`src/rtl/player_ctrl_pkg.sv`:
```
// rtl/player_ctrl_pkg.sv - shared state encoding, button codes and playfield defaults
package player_ctrl_pkg;

  typedef enum logic [1:0] {
    IDLE   = 2'd0,
    SETTLE = 2'd1,
    CHECK  = 2'd2,
    HOLD   = 2'd3
  } state_t;

  localparam logic [3:0] BTN_U = 4'd8;
  localparam logic [3:0] BTN_D = 4'd4;
  localparam logic [3:0] BTN_R = 4'd2;
  localparam logic [3:0] BTN_L = 4'd1;

  localparam int DEF_SCREEN_W    = 640;
  localparam int DEF_SCREEN_H    = 480;
  localparam int DEF_PLAYER_SIZE = 12;

  // Only one-hot codes are requests; 0 and chords are ignored.
  function automatic logic btn_valid(input logic [3:0] b);
    return (b == BTN_U) || (b == BTN_D) || (b == BTN_R) || (b == BTN_L);
  endfunction

endpackage

```
`src/rtl/pos_wrap_step.sv`:
```
// rtl/pos_wrap_step.sv - combinational one-pixel step with playfield wrap-around
module pos_wrap_step
  import player_ctrl_pkg::*;
#(
  parameter int SCREEN_W    = DEF_SCREEN_W,
  parameter int SCREEN_H    = DEF_SCREEN_H,
  parameter int PLAYER_SIZE = DEF_PLAYER_SIZE
) (
  input  logic [31:0] h_pos,
  input  logic [31:0] v_pos,
  input  logic [3:0]  dir,
  output logic [31:0] next_h,
  output logic [31:0] next_v
);

  localparam logic [31:0] H_MAX = 32'(SCREEN_W - PLAYER_SIZE);
  localparam logic [31:0] V_MAX = 32'(SCREEN_H - PLAYER_SIZE);

  always_comb begin
    next_h = h_pos;
    next_v = v_pos;
    case (dir)
      BTN_U:   next_v = (v_pos == 32'd0) ? V_MAX : v_pos - 32'd1;
      BTN_D:   next_v = (v_pos == V_MAX) ? 32'd0 : v_pos + 32'd1;
      BTN_L:   next_h = (h_pos == 32'd0) ? H_MAX : h_pos - 32'd1;
      BTN_R:   next_h = (h_pos == H_MAX) ? 32'd0 : h_pos + 32'd1;
      default: ;
    endcase
  end

endmodule

```
`src/rtl/player_move_ctrl.sv`:
```
// rtl/player_move_ctrl.sv - player position/colour owner gating moves on rectangle enables; BLOCKED_CNT_EN adds blocked_cnt
module player_move_ctrl
  import player_ctrl_pkg::*;
#(
  parameter int N_RECT      = 4,
  parameter int SCREEN_W    = DEF_SCREEN_W,
  parameter int SCREEN_H    = DEF_SCREEN_H,
  parameter int PLAYER_SIZE = DEF_PLAYER_SIZE,
  parameter int REPEAT_DIV  = 8
) (
  input  logic              btnClk,
  input  logic              rst,
  input  logic [3:0]        btns,
  input  logic              color_btn,
  input  logic [N_RECT-1:0] up_en_vec,
  input  logic [N_RECT-1:0] down_en_vec,
  input  logic [N_RECT-1:0] left_en_vec,
  input  logic [N_RECT-1:0] right_en_vec,
  output logic [31:0]       player_hPos,
  output logic [31:0]       player_vPos,
  output logic [3:0]        player_color,
  output logic              moving,
  output logic              blocked
`ifdef BLOCKED_CNT_EN
  ,
  output logic [15:0]       blocked_cnt
`endif
);

  localparam int          CW      = $clog2(REPEAT_DIV);
  localparam logic [31:0] H_START = 32'((SCREEN_W - PLAYER_SIZE) / 2);
  localparam logic [31:0] V_START = 32'((SCREEN_H - PLAYER_SIZE) / 2);

  state_t        state, next_state;
  logic [3:0]    dir;
  logic [CW-1:0] hold_cnt;
  logic          allow, step_en, req_valid, color_q;
  logic [31:0]   next_h, next_v;

  assign req_valid = btn_valid(btns);

  always_comb begin
    allow = 1'b0;
    case (dir)
      BTN_U:   allow = &up_en_vec;
      BTN_D:   allow = &down_en_vec;
      BTN_L:   allow = &left_en_vec;
      BTN_R:   allow = &right_en_vec;
      default: allow = 1'b0;
    endcase
  end

  always_ff @(posedge btnClk or negedge rst) begin
    if (!rst) state <= IDLE;
    else      state <= next_state;
  end

  always_comb begin
    next_state = state;
    case (state)
      IDLE:    if (req_valid) next_state = SETTLE;
      SETTLE:  next_state = CHECK;
      CHECK:   next_state = HOLD;
      HOLD: begin
        if (btns != dir)          next_state = IDLE;
        else if (hold_cnt == '0)  next_state = SETTLE;
      end
      default: next_state = IDLE;
    endcase
  end

  always_comb begin
    moving  = (state != IDLE);
    blocked = (state == CHECK) && !allow;
    step_en = (state == CHECK) && allow;
  end

  pos_wrap_step #(
    .SCREEN_W    (SCREEN_W),
    .SCREEN_H    (SCREEN_H),
    .PLAYER_SIZE (PLAYER_SIZE)
  ) u_step (
    .h_pos  (player_hPos),
    .v_pos  (player_vPos),
    .dir    (dir),
    .next_h (next_h),
    .next_v (next_v)
  );

  always_ff @(posedge btnClk or negedge rst) begin
    if (!rst) begin
      dir         <= 4'd0;
      hold_cnt    <= '0;
      player_hPos <= H_START;
      player_vPos <= V_START;
    end else begin
      if (state == IDLE && req_valid) dir <= btns;
      if (state == CHECK)                          hold_cnt <= CW'(REPEAT_DIV - 1);
      else if (state == HOLD && hold_cnt != '0)    hold_cnt <= hold_cnt - 1'b1;
      if (step_en) begin
        player_hPos <= next_h;
        player_vPos <= next_v;
      end
    end
  end

  // Colour advances on a registered rising edge, independent of the move FSM.
  always_ff @(posedge btnClk or negedge rst) begin
    if (!rst) begin
      color_q      <= 1'b0;
      player_color <= 4'd1;
    end else begin
      color_q <= color_btn;
      if (color_btn && !color_q) player_color <= player_color + 4'd1;
    end
  end

`ifdef BLOCKED_CNT_EN
  always_ff @(posedge btnClk or negedge rst) begin
    if (!rst)                                blocked_cnt <= 16'd0;
    else if (blocked && blocked_cnt != 16'hFFFF) blocked_cnt <= blocked_cnt + 16'd1;
  end
`endif

endmodule
```
`config.mk`:
```
export PLATFORM = sky130hd
export DESIGN_NAME = player_move_ctrl
export DESIGN_NICKNAME = d
export VERILOG_FILES = /design/src/rtl/player_ctrl_pkg.sv /design/src/rtl/pos_wrap_step.sv /design/src/rtl/player_move_ctrl.sv
export SDC_FILE = /design/constraint.sdc
export NUM_CORES = 1
export LEC_CHECK = 0
export CAP_MARGIN = 5
export CORE_ASPECT_RATIO = 1.25
export CORE_MARGIN = 5
export CORE_UTILIZATION = 60
export DETAILED_ROUTE_END_ITERATION = 6
export GPL_TIMING_DRIVEN = 0
export HOLD_SLACK_MARGIN = 0.08
export PLACE_DENSITY_LB_ADDON = 0.3
export RECOVER_POWER = 25
export SKIP_CTS_REPAIR_TIMING = 1
export SYNTH_ARGS = -nofsm -noshare
export SYNTH_HDL_FRONTEND = slang
export SYNTH_SLANG_ARGS = --single-unit
export TNS_END_PERCENT = 50
```
`constraint.sdc`:
```
create_clock -name btnClk -period 4.1 [get_ports btnClk]
set_input_delay 0.41 -clock btnClk [delete_from_list [all_inputs] [get_ports btnClk]]
set_output_delay 0.41 -clock btnClk [all_outputs]
set_load 0.02 [all_outputs]
```
# Yosys cells after proc, flatten, opt, wreduce, memory -nomap -nowiden
# Cells that the tools add are included.
# word_totals
reg_bits	78
in_bits	23
output_inout_bits	70
wordCells	68
# op_classes
addsub	6
n_eq_ne	16
n_mux	13
n_reduce_logical	26
# ops
op	count
32-bit two-way mux	4
32-bit one-hot mux with 2 select lines	2
32-bit by 1-bit adder with 32-bit output, second input constant	2
32-bit logical NOT	2
32-bit by 1-bit subtractor with 32-bit output, second input constant	2
32-bit by 10-bit == test with 1-bit output, second input constant	1
32-bit by 9-bit == test with 1-bit output, second input constant	1
4-bit AND reduction	4
4-bit by 1-bit == test with 1-bit output, second input constant	2
4-bit by 2-bit == test with 1-bit output, second input constant	2
4-bit by 3-bit == test with 1-bit output, second input constant	2
4-bit == test, second input constant	2
2-bit one-hot mux with 4 select lines	1
2-bit nonzero test	4
2-bit two-way mux	3
3-bit two-way mux	2
2-bit AND reduction	3
1-bit logical AND	5
4-bit by 1-bit adder with 4-bit output, second input constant	1
2-bit == test, second input constant	2
4-bit inequality test	1
1-bit one-hot mux with 4 select lines	1
3-bit logical NOT	1
1-bit logical OR	3
7 further kinds	8

# Longest topological paths before layout
# Gate-level depths: netlist (run 1).
# logic_depth
ltp_word	6
depth_mapped	11

# Hierarchy
# From an unflattened synthesis (run 1), not the netlist that was laid out.
# unflattened
cells_unflattened	800
hier_area_um2	7119.3
# by_module_without_submodules
mod	instances	cells_per_inst	area_per_inst_um2
pos_wrap_step	1	589	3666.0
player_move_ctrl	1	211	3453.3

# Worst setup path before layout (run 1)
# No wires, ideal clock.
# synth_path
path_type	register -> register
from	register player_vPos[11]
to	register player_vPos[25]
setup_time_ns	0.077
arrival_ns	2.759
path_slack_ns	1.265
stages_incl_launch_ff	9
n_path_buf	2
path_cell_list	dfrtp_1 or4_1 clkbuf_1 or4_4 or3_1 buf_2 or4_1 a211o_1 o21ai_1
# synth_between
elab_chain_len	3
elab_cells_between_ends	7
classes_between	2 x add/sub; 1 x eq/ne; 3 x mux; 1 x reduce/logical
# synth_lines
item	line	rtl
start, declared	player_move_ctrl.sv:20	output logic [31:0] player_vPos,
start signal, assigned	player_move_ctrl.sv:102	player_vPos <= next_v;
32-bit by 1-bit adder with 32-bit output, or another cell as far along	pos_wrap_step.sv:24	BTN_D: next_v = (v_pos == V_MAX) ? 32'd0 : v_pos + 32'd1;
32-bit two-way mux, on equally long branches	pos_wrap_step.sv:24, pos_wrap_step.sv:23	
32-bit one-hot mux with 2 select lines *	pos_wrap_step.sv:22	case (dir)
# Every way passes the cells marked *; elsewhere a longest branch is shown, timed or not.
# A chain may end at the register's enable or synchronous reset.

# Final worst setup path (run 1)
# layout_path
from	register player_hPos[0]
to	register player_hPos[13]
# layout_between
elab_chain_len	3
elab_cells_between_ends	7
classes_between	2 x add/sub; 1 x eq/ne; 3 x mux; 1 x reduce/logical
# layout_lines
item	line	rtl
start, declared	player_move_ctrl.sv:19	output logic [31:0] player_hPos,
start signal, assigned	player_move_ctrl.sv:101	player_hPos <= next_h;
32-bit by 1-bit adder with 32-bit output, or another cell as far along	pos_wrap_step.sv:26	BTN_R: next_h = (h_pos == H_MAX) ? 32'd0 : h_pos + 32'd1;
32-bit two-way mux, on equally long branches	pos_wrap_step.sv:26, pos_wrap_step.sv:25	
32-bit one-hot mux with 2 select lines *	pos_wrap_step.sv:22	
# Marked as above.

==> results.py, run 1 <==
metrics = {
    "status": {
        "status": "complete, but fails checks",
        "failed_checks": "design-rule violations, max-capacitance violations",
    },
    "layout": {
        "layout-drive-gt1-share_pct": 7.35,
        "fin_nets": 953,
        "regArea_mm2": 0.00197,
        "area_growth_pct": 22.4,
        "stdcell_area_mm2": 0.00779,
        "antenna_cells": 0,
        "final_cell_count_no_fill": 1057,
        "multi_input_area_mm2": 0.00404,
        "fillers": 816,
        "final_util_pct": 74.2,
    },
    "floorplan": {
        "die_w_um": 102,
        "io_pins": 93,
        "rows": 42,
        "die-area_mm2": 0.0128,
        "die_h_um": 125,
        "initial_utilization_pct": 60.6,
        "core_area_mm2": 0.0105,
    },
    "grt": {
        "antenna_found_initial": 0,
        "grt_max_degree": 58,
        "grt_overflow": 0,
        "grt_pass1_wl_um": 39100,
        "grt_pass1_vias": 7722,
        "grt_usage_pct": 38.2,
    },
    "placement": {
        "hpwl_um": 17300,
        "place_congestion": 0.996,
        "dp_cells": 1039,
        "io_buffer_count": 92,
        "place_area_mm2": 0.00749,
        "place_ws_ns": 0.287,
    },
    "synthesis": {
        "async_reset_ff_share_pct": 100,
        "synthCells": 814,
        "synthesis.area_mm2": 0.00637,
        "syn_nets": 847,
        "ys_seq_area_share_pct": 30.9,
        "synth_edf_count": 0,
        "synth_ff_type": "dfrtp_1",
        "syn_area_per_cell_um2": 7.82,
        "ys_types": 72,
        "ys_ff_latch": 78,
        "yosysWarnings": 0,
    },
    "power": {
        "power_density_mw_per_mm2": 374,
        "leakagePower_nw": 2.76,
        "irDropWorstVdd_mv": 0.358,
        "total_power_mw": 2.92,
    },
    "worst_setup_path": {
        "startpoint": "player_hPos[0]",
        "reg2reg_from": "player_hPos[0]",
        "max_stage_delay_ns": 0.65,
        "cp.required_ns": 4.31,
        "critPathCaptureType": "register",
        "r2r_slack_ns": 0.31,
        "path_cells": "inv_1, ha_1, nor3b_1, nand4_1, nor3_1, nor2_1, clkbuf_1, a221oi_1, o21ai_0",
        "critPathLaunchType": "register",
        "crit_arrival_ns": 4.00,
        "path_class": "reg -> reg",
        "cp_max_fo": 10,
        "crit_slowest_cell": "nor3b_1",
    },
    "drt": {
        "wl_per_cell_um": 23.4,
        "drtIter0Drc": 1047,
        "viasPerCell": 7.37,
        "postRouteAntennaNets": 0,
        "route.vias.total": 7787,
        "dr.pass1.iters": 7,
        "postRouteWirelength_um": 24700,
        "drc": 1,
    },
    "timing": {
        "timing.final.crit_share_pct": 92.5,
        "finalHoldViolCount": 0,
        "setup_viol_count_final": 0,
        "max_freq_mhz": 264,
        "clock_skew_ns": 0.0134,
        "relSlewSlack_pct": 0.112,
        "rsz0062_at_grt": "no",
        "min_period_ns": 3.79,
        "fin_ws_ns": 0.308,
        "slew_violations": 0,
        "worst_pin_slew_ns": 1.50,
    },
    "cts": {
        "tritoncts": "done",
        "cts_buffer_depth": 2,
        "clkTransAtPathRegs_ns": 0.06,
        "cts_buffers": 9,
        "worstSkewPairLatency_ns": 0.35,
        "h-tree-depth": 3,
        "clock_sinks": 78,
        "clock-root-buffer": "clkbuf_16",
    },
    "hold_path": {
        "hold_path.class": "reg -> reg",
        "hp-start": "player_color[3]",
    },
    "job": {
        "maxCapViolations": 1,
    },
}
## where the power goes
part | leakage [nW] | internal (mW) | total, mW | switching, mW
Combinational | 1.65 | 0.399 | 1.15 | 0.750
Sequential | 0.966 | 0.861 | 0.936 | 0.0746
Clock | 0.146 | 0.489 | 0.830 | 0.342
Total | 2.76 | 1.75 | 2.92 | 1.17
## cell usage after synthesis (6+ instances only)
master	instances	area [um2]
o31ai_1	15	113
nand4b_1	6	52.6
or2_2	6	37.5
dfstp_2	11	289
o22ai_1	8	50.1
o221ai_1	10	87.6
or3_1	24	150
xnor2_1	11	96.3
clkbuf_1	65	244
nor3_1	37	185
a211oi_1	19	143
and2_1	9	56.3
inv_1	23	86.3
a31oi_1	8	50.1
dfrtp_1	67	1680
nor2_1	71	267
nand2_1	51	191
nor4_1	31	194
a211o_1	8	70.1
a221oi_1	12	105
buf_2	9	45.0
and3_1	13	81.3
nand4_1	38	238
nand3_1	46	230
a22o_1	12	105
nand2b_1	6	37.5
a21oi_1	37	185
o21ai_0	39	195
ha_1	10	125
or4_1	16	120
mux2_2	7	78.8
## layout by cell type (no fill, tap or decap), types with 12 or more instances in the layout
| master | Yosys | routed |
|---|---|---|
| nor4_1 | 31 | 29 |
| nor2_1 | 71 | 70 |
| a221oi_1 | 12 | 12 |
| dfrtp_1 | 67 | 67 |
| nand2_1 | 51 | 51 |
| or4_1 | 16 | 16 |
| a21oi_1 | 37 | 37 |
| nor3_1 | 37 | 37 |
| and3_1 | 13 | 13 |
| a211oi_1 | 19 | 19 |
| inv_1 | 23 | 23 |
| o31ai_1 | 15 | 15 |
| o21ai_0 | 39 | 39 |
| or3_1 | 24 | 24 |
| a22o_1 | 12 | 12 |
| clkdlybuf4s50_1 | 0 | 90 |
| clkbuf_1 | 65 | 67 |
| nand4_1 | 38 | 38 |
| nand3_1 | 46 | 46 |
## flip-flops by register name (all words and copies together), names as in the netlist
signal	flops
color_q	1
dir	4
hold_cnt	3
player_color	4
player_hPos	32
player_vPos	32
state	2
## logic make-up (layout without fill, tap and decap cells)
kind of cell             Yosys count  count (layout)  share of synthesized area (%)
AO/OA/AOI/OAI                    220             220                           24.6
XOR/XNOR                          12              12                           1.65
adder cells (fa/ha/maj)           10              10                           1.96
buffers and inverters            100             211                           6.13
flip-flops                        78              78                           30.9
multiplexers                      11              11                           1.87
AND/OR/NAND/NOR                  383             383                           33.0
## per-stage QoR
stage               hold WS [ns]  setup TNS (ns)
floorplan                  0.114               0
global placement           0.460           -9.93
detailed placement         0.334               0
CTS                      -0.0326               0
global route               0.513               0
finish                     0.496               0
## cell type report
type                            count  share of cell area [%]
Sequential cell                    78                    25.2
Buffer                             77                    3.90
Clock inverter                      5                   0.722
Tap cell                          132                    2.12
Multi-Input combinational cell    636                    51.8
Inverter                           23                    1.11
Timing Repair Buffer               95                    12.0
Clock buffer                       11                    3.11
## worst max-delay path: cells and delay by family (launching register included)
kind	cells	cell delay, ns
buffers and inverters	2	0.52
flip-flops	1	0.46
AO/OA/AOI/OAI	2	0.49
AND/OR/NAND/NOR	4	1.96
adder cells (fa/ha/maj)	1	0.23
## final timing paths
path	to	cells past startpoint
hold / removal	player_color[3]	1
min in group asynchronous	player_vPos[2]	2
setup / recovery	player_hPos[13]	9
hold reg to reg	player_color[3]	1
setup reg to reg	player_hPos[13]	9
max in group asynchronous	player_hPos[2]	3
## routing by layer
metal,global-route usage [%],part of all wire [%],vias to the layer above
li1,-,-,3369
met1,44.2,34,3587
met2,63.4,50,653
met3,7.47,10,178
met4,24.2,6.2,0
met5,0,0,-
Power figures use the tool's default switching activity.
==> run 2: changes to the inputs <==
Settings changed: HOLD_SLACK_MARGIN 0.08 to not set.
==> results of run 2 <==
No change in the layout: final DEF, timing and power equal those of run 1.
==> run 3: changes to the inputs <==
Settings changed: RECOVER_POWER 25 to 100.
==> results.py, run 3 (synthesis gave the netlist of run 1 again) <==
metrics = {
    "layout": {
        "fin_nets": 953,
        "antenna_cells": 0,
        "fillers": 819,
        "final_cell_count_no_fill": 1057,
        "mostFrequentLayoutCells": "dlygate4sd3_1 (73), nor2_1 (70), clkbuf_1 (69)",
        "largestRegisters": "player_hPos x32, player_vPos x32",
        "final_common_cell": "dlygate4sd3_1",
        "area_growth_pct": 22.2,
        "layout-drive-gt1-share_pct": 7.03,
    },
    "floorplan": {
        "core_area_mm2": 0.0105,
        "die_h_um": 125,
        "die-area_mm2": 0.0128,
        "rows": 42,
        "die_w_um": 102,
        "initial_utilization_pct": 60.6,
        "io_pins": 93,
    },
    "cts": {
        "cts_buffers": 9,
        "cts_buffer_depth": 2,
        "tritoncts": "done",
        "worstSkewPairLatency_ns": 0.35,
        "h-tree-depth": 3,
        "clock_sinks": 78,
        "clock-root-buffer": "clkbuf_16",
        "clkTransAtPathRegs_ns": 0.07,
    },
    "timing": {
        "holdWs_ns": 0.490,
        "slew_violations": 57,
        "min_period_ns": 3.79,
        "setup_viol_count_final": 0,
        "rsz0062_at_grt": "no",
        "worst_pin_slew_ns": 1.51,
        "relSlewSlack_pct": -0.516,
        "finalHoldViolCount": 0,
        "fin_setup_tns_ns": 0,
        "timing.final.crit_share_pct": 92.4,
        "clock_skew_ns": 0.0125,
        "fin_ws_ns": 0.313,
        "max_freq_mhz": 264,
    },
    "job": {
        "maxCapViolations": 1,
    },
    "grt": {
        "grt_max_degree": 58,
        "grt_pass1_vias": 7722,
        "grt_pass1_wl_um": 39100,
        "grt_overflow": 0,
        "grt_usage_pct": 38.2,
        "antenna_found_initial": 0,
    },
    "placement": {
        "hpwl_um": 17300,
        "place_ws_ns": 0.287,
        "dp_cells": 1039,
        "io_buffer_count": 92,
        "place_congestion": 0.996,
    },
    "drt": {
        "dr.pass1.iters": 6,
        "drtIter0Drc": 1006,
        "viasPerCell": 7.28,
        "postRouteAntennaNets": 0,
        "wl_per_cell_um": 23.2,
        "drc": 0,
        "postRouteWirelength_um": 24600,
        "route.vias.total": 7696,
    },
    "worst_setup_path": {
        "crit_arrival_ns": 4.02,
        "critPathLaunchType": "register",
        "critPathCaptureType": "register",
        "cp_max_fo": 10,
        "path_class": "reg -> reg",
        "cp.required_ns": 4.34,
    },
    "power": {
        "irDropWorstVdd_mv": 0.352,
        "leakagePower_nw": 2.89,
        "power_density_mw_per_mm2": 371,
    },
    "hold_path": {
        "hold_path.class": "reg -> reg",
    },
    "status": {
        "status": "complete, but fails checks",
        "failed_checks": "max-capacitance violations, max-slew violations",
    },
}
==> run 3: critical path: stages, from the launching register on <==
cell	delay [ns]
dfrtp_1	0.48
or3_1	0.49
or4_1	0.43
clkbuf_1	0.22
nor4_2	0.76
nand2b_1	0.49
clkbuf_2	0.39
o221ai_1	0.18
a22o_1	0.23
==> run 3: power by group <==
group	leakage, nW	switching (mW)	internal, mW
clock network	0.146	0.340	0.489
logic	1.77	0.747	0.378
registers	0.966	0.0724	0.861
total	2.89	1.16	1.73
==> run 3: worst paths after layout <==
path / startpoint / endpoint / slack, ns / cells after the start
max in group asynchronous: rst / player_hPos[27] / 1.12 / 3
worst max register to register: player_vPos[22] / player_vPos[13] / 0.31 / 8
min in group asynchronous: rst / player_vPos[2] / 0.86 / 2
worst max-delay path: player_vPos[22] / player_vPos[13] / 0.31 / 8
worst min register to register: player_color[3] / player_color[3] / 0.49 / 1
worst min-delay path: player_color[3] / player_color[3] / 0.49 / 1
==> run 3: final cells by class <==
cell class | instances | area, um2 | area share (%)
Sequential cell | 78 | 1970 | 25.3
Multi-Input combinational cell | 636 | 4030 | 51.8
Clock inverter | 5 | 56.3 | 0.723
Tap cell | 132 | 165 | 2.12
Buffer | 77 | 299 | 3.84
Timing Repair Buffer | 95 | 935 | 12.0
Inverter | 23 | 86.3 | 1.11
Clock buffer | 11 | 243 | 3.12
==> run 3: routing by layer <==
metal / global-route usage, % / routed length, um
met1: 44.2 / 8480
met2: 63.4 / 12300
met3: 7.47 / 2380
met4: 24.2 / 1420
met5: 0 / 0
==> run 3: stage by stage <==
stage | power, mW | cell area (um2) | utilization, %
3_3_place_gp | 1.97 | 7450 | 70.9
6_report | 2.89 | 7780 | 74.1
2_1_floorplan | 1.62 | 6370 | -
4_1_cts | 2.87 | 7790 | 74.1
5_1_grt | 3.00 | 7780 | 74.1
3_5_place_dp | 2.05 | 7490 | 71.3
